### src/rtl/wb_boot_copier.sv
// Wishbone initiator that copies a block of 32-bit words from src to dst,
// one single classic-cycle read then write per word, with per-transaction timeout.
module wb_boot_copier #(
  parameter int unsigned TIMEOUT_CYCLES = 64,
  parameter int unsigned GAP_CYCLES     = 1
) (
  input  logic        clk_i,
  input  logic        rst_i,
  input  logic        start_i,
  input  logic [31:0] src_addr_i,
  input  logic [31:0] dst_addr_i,
  input  logic [19:0] len_i,
  output logic        busy_o,
  output logic        done_o,
  output logic        err_o,
  output logic [19:0] words_o,
  output logic        wb_cyc_o,
  output logic        wb_stb_o,
  output logic        wb_we_o,
  output logic [31:0] wb_addr_o,
  output logic [3:0]  wb_sel_o,
  output logic [31:0] wb_data_o,
  input  logic        wb_ack_i,
  input  logic [31:0] wb_data_i
);

  typedef enum logic [2:0] {IDLE, RD, RD_GAP, WR, WR_GAP, DONE, ERR} state_t;

  localparam logic [15:0] TO_LAST  = 16'(TIMEOUT_CYCLES - 1);
  localparam logic [15:0] GAP_LAST = 16'(GAP_CYCLES - 1);

  state_t      state_q, state_d;
  logic [31:0] src_q, src_d;
  logic [31:0] dst_q, dst_d;
  logic [31:0] data_q, data_d;
  logic [19:0] rem_q, rem_d;
  logic [19:0] words_q, words_d;
  logic [15:0] cnt_q, cnt_d;
  logic        busy_q, busy_d;
  logic        done_q, done_d;
  logic        err_q, err_d;

  always_ff @(posedge clk_i or posedge rst_i) begin
    if (rst_i) begin
      state_q <= IDLE;
      src_q   <= '0;
      dst_q   <= '0;
      data_q  <= '0;
      rem_q   <= '0;
      words_q <= '0;
      cnt_q   <= '0;
      busy_q  <= 1'b0;
      done_q  <= 1'b0;
      err_q   <= 1'b0;
    end else begin
      state_q <= state_d;
      src_q   <= src_d;
      dst_q   <= dst_d;
      data_q  <= data_d;
      rem_q   <= rem_d;
      words_q <= words_d;
      cnt_q   <= cnt_d;
      busy_q  <= busy_d;
      done_q  <= done_d;
      err_q   <= err_d;
    end
  end

  always_comb begin
    state_d = state_q;
    src_d   = src_q;
    dst_d   = dst_q;
    data_d  = data_q;
    rem_d   = rem_q;
    words_d = words_q;
    busy_d  = busy_q;
    done_d  = 1'b0;
    err_d   = err_q;
    unique case (state_q)
      IDLE: begin
        if (start_i) begin
          src_d   = src_addr_i & ~32'h3;
          dst_d   = dst_addr_i & ~32'h3;
          rem_d   = len_i;
          words_d = '0;
          err_d   = 1'b0;
          busy_d  = 1'b1;
          state_d = (len_i == '0) ? DONE : RD;
        end
      end
      RD: begin
        // An ack in the limit cycle takes priority over the timeout.
        if (wb_ack_i) begin
          data_d  = wb_data_i;
          state_d = RD_GAP;
        end else if (cnt_q == TO_LAST) begin
          state_d = ERR;
        end
      end
      RD_GAP: if (cnt_q == GAP_LAST) state_d = WR;
      WR: begin
        if (wb_ack_i) begin
          src_d   = src_q + 32'd4;
          dst_d   = dst_q + 32'd4;
          words_d = words_q + 20'd1;
          rem_d   = rem_q - 20'd1;
          state_d = (rem_q == 20'd1) ? DONE : WR_GAP;
        end else if (cnt_q == TO_LAST) begin
          state_d = ERR;
        end
      end
      WR_GAP: if (cnt_q == GAP_LAST) state_d = RD;
      DONE: begin
        done_d  = 1'b1;
        busy_d  = 1'b0;
        state_d = IDLE;
      end
      ERR: begin
        err_d   = 1'b1;
        busy_d  = 1'b0;
        state_d = IDLE;
      end
      default: state_d = IDLE;
    endcase
    // One counter serves both the request timeout and the gap length.
    cnt_d = (state_d != state_q) ? '0 : cnt_q + 16'd1;
  end

  assign wb_cyc_o  = (state_q == RD) || (state_q == WR);
  assign wb_stb_o  = wb_cyc_o;
  assign wb_we_o   = (state_q == WR);
  assign wb_addr_o = (state_q == RD) ? src_q : (state_q == WR) ? dst_q : '0;
  assign wb_sel_o  = wb_cyc_o ? 4'b1111 : 4'b0000;
  assign wb_data_o = data_q;
  assign busy_o    = busy_q;
  assign done_o    = done_q;
  assign err_o     = err_q;
  assign words_o   = words_q;

endmodule

### config.mk
export PLATFORM = sky130hd
export DESIGN_NAME = wb_boot_copier
export DESIGN_NICKNAME = d
export VERILOG_FILES = /design/src/rtl/wb_boot_copier.sv
export SDC_FILE = /design/constraint.sdc
export NUM_CORES = 1
export LEC_CHECK = 0
export CAP_MARGIN = 20
export CELL_PAD_IN_SITES_DETAIL_PLACEMENT = 1
export CELL_PAD_IN_SITES_GLOBAL_PLACEMENT = 2
export CORE_UTILIZATION = 41
export CTS_CLUSTER_DIAMETER = 60
export DETAILED_ROUTE_END_ITERATION = 7
export DONT_BUFFER_PORTS = 1
export PLACE_DENSITY = 0.88
export SLEW_MARGIN = 15
export SYNTH_ARGS = -nofsm -noshare
export SYNTH_HDL_FRONTEND = slang
export SYNTH_SLANG_ARGS = --single-unit
### constraint.sdc
create_clock -name clk_i -period 11.2 [get_ports clk_i]
set_clock_uncertainty 0.15 [all_clocks]
set_input_delay 0.56 -clock clk_i [delete_from_list [all_inputs] [get_ports clk_i]]
set_output_delay 0.56 -clock clk_i [all_outputs]
set_load 0.01 [all_outputs]
==> reports/results.tsv <==
metric	value	unit
first_global_vias	7791	
io_pins	214	
worst_skew_pair.late_latency	430	ps
crit_required	11410	ps
finalWeightedCongestion	0.8230	
first_pass_iters	4	
crit_type	reg2reg	
syn_to_final_growth	8.160	%
cts_resized	0	
final_core_util	0.4555	
tightest_slew	1156	ps
final_cell_mix	dfrtp_1, nor2_1, a21oi_1	
vias	7639	
viasPerCell	6.126	
syn_inst	1004	
seqPwrFrac	0.382	
cts_tree	done	
drc	0	
intPower	0.001553	W
setup_violations	0	
grt-ovfl-total	0	
cts_hold_buf	0	
fill_cells	2431	
initial_utilization	0.4211	
synth_ff_type	dfrtp_1	
status	completed	
final_cell_area	9635	sq um
setup_tns	0	ps
core	21150	sq um
clock-root-buffer	clkbuf_16	
dpl-instance-area	9015	sq um
netlist.area_leader.share	0.4326	
grt_max_degree	111	
yosys.area.top_type	dfrtp_1	
yosys-top-cells-area	dfrtp_1, nor2_1, a21oi_1	
fmax	269.2	MHz
cts_buffers	17	
ir_drop	0.1243	mV
final.period_utilization	0.3316	
drv_cap	0	
grtUsageMet2	0.4025	
ys_async_sr_fraction	1.000	
post_cts_buffers	0	
post-dp-hpwl	17940	microns
endpoint_kind	register	
layout.nets	1085	
critPathMaxFanout	44	
dp.cells	1214	
clkTransAtPathRegs	60	ps
busiest_layer	met2	
drtIter0Drc	276	
clkSinkCount	154	
ant_nets	0	
layout_commonest_cell	dfrtp_1	
avgSynthCellArea	8.873	sq um
stdcell_count	1247	
seq_area	3855	sq um
met3_usage	0.05382	
synth_cell_types	70	
grt_util_met1	0.3299	
slew_violations	0	
synth_warnings	0	
p_per_area	292.7	nW/um^2
grt_pass1_wl	42940	microns
multi_input_area	4661	sq um
fin_crit	3714	ps
yosysSeqAreaShare	0.4326	
switching_share	0.4494	
ys_seq_elements	154	
hold_path.class	in2async	
synth_edf_count	0	
rsz0062_at_grt	false	
drive_above_1_share	0.1009	
finalHoldViolations	0	
die_x	149.4	microns
port_buffers	0	
clk_path_buf_depth	2	
p_leak	3.753	nW
startpoint_type	register	
antenna_found_initial	1	
wl_per_cell	21.64	microns
grt_use_total	0.2464	
cts-htree-levels	4	
clockPowerShare	0.216	
share_comb_of_total_power	0.402	
whs	66.59	ps
die_y	149.4	microns
rows	53	
arrival	3920	ps
netlist_area	8909	sq um
routed_wl	26990	microns
dieArea	22320	sq um
slew_headroom	0.2295	
switchingPower	0.001267	W
==> cell usage after synthesis, drive strengths merged, types with 3 or more instances <==
master / instances
mux2: 32
inv: 17
o22a: 14
mux2i: 32
nand4: 28
nor4: 22
a41oi: 3
nor3b: 6
nor4b: 5
a2bb2oi: 6
or2: 4
nand2: 76
nand2b: 3
nand3: 50
dfrtp: 154
o31a: 6
o21a: 4
xnor2: 19
and4: 9
a31oi: 13
a311oi: 8
o211ai: 6
ha: 7
nor3: 31
a21oi: 86
nor2: 130
clkbuf: 45
o21ai: 51
a211oi: 4
buf: 33
or4: 6
or3: 14
o22ai: 20
o31ai: 3
and3: 16
a32oi: 3
xor2: 9
==> cell families (layout without fill, tap and decap cells) <==
group | Yosys count | after routing | share of synthesized area
fa+ha+maj | 7 | 7 | 0.009831
flops | 154 | 154 | 0.4326
simple gates | 409 | 409 | 0.2333
buf+inv | 95 | 61 | 0.04705
other cells | 1 | 3 | 0.0004209
xor+xnor | 28 | 28 | 0.02753
compound gates | 246 | 246 | 0.1729
mux | 64 | 64 | 0.07641
==> path summary, 6_finish.rpt <==
path | startpoint | endpoint | slack, ps | cells past startpoint
setup / recovery | state_q[1]$_DFF_PP0_ | rem_q[19]$_DFFE_PP0P_ | 7490 | 7
hold / removal | rst_i | wb_data_o[2]$_DFFE_PP0P_ | 70 | 1
setup reg to reg | state_q[1]$_DFF_PP0_ | rem_q[19]$_DFFE_PP0P_ | 7490 | 7
hold reg to reg | dst_q[31]$_DFFE_PP0P_ | dst_q[31]$_DFFE_PP0P_ | 340 | 1
max in group asynchronous | rst_i | cnt_q[2]$_DFF_PP0_ | 9490 | 2
min in group clk_i | wb_ack_i | state_q[1]$_DFF_PP0_ | 100 | 1
==> power by group through the flow <==
stage | clock network, W | logic (W) | registers [W]
after floorplan | 0 | 0.000962 | 0.000970
after global placement | 0 | 0.00110 | 0.00107
after detailed placement | 0 | 0.00114 | 0.00108
after CTS | 0.000623 | 0.00114 | 0.00108
after global routing | 0.000645 | 0.00127 | 0.00111
final | 0.000608 | 0.00113 | 0.00108
==> metrics by stage <==
step           worst slack [ps]  total power [W]
3_5_place_dp               7481         0.002219
3_3_place_gp               7521         0.002169
5_1_grt                    7321         0.003023
6_report                   7486         0.002820
4_1_cts                    7476         0.002841
2_1_floorplan              6340         0.001932
==> layout make-up <==
class / count / area share
Multi-Input combinational cell: 756 / 0.4837
Sequential cell: 154 / 0.4001
Clock buffer: 19 / 0.04597
Tap cell: 275 / 0.03571
Clock inverter: 13 / 0.01753
Timing Repair Buffer: 12 / 0.009349
Inverter: 17 / 0.007402
Antenna cell: 1 / 0.0002597
==> per-layer routing <==
layer  wire (microns)  part of all wire
met3             1700             0.063
met1            12170              0.45
met4              213            0.0079
met5                0                 0
met2            12910              0.48
==> critical path, stage by stage, from the launching register on <==
cell	delay (ps)
dfrtp_2	380
buf_4	340
or4b_2	1080
nand2_2	690
buf_4	520
o22ai_1	150
a31oi_1	170
o31a_1	140
==> sequential cells by signal, summed over array words and instances, names as in the netlist <==
signal / flops
state_q: 3
busy_o: 1
done_o: 1
err_o: 1
words_o: 20
dst_q: 30
cnt_q: 16
wb_data_o: 32
src_q: 30
rem_q: 20
(Power assumes the default switching activity.)
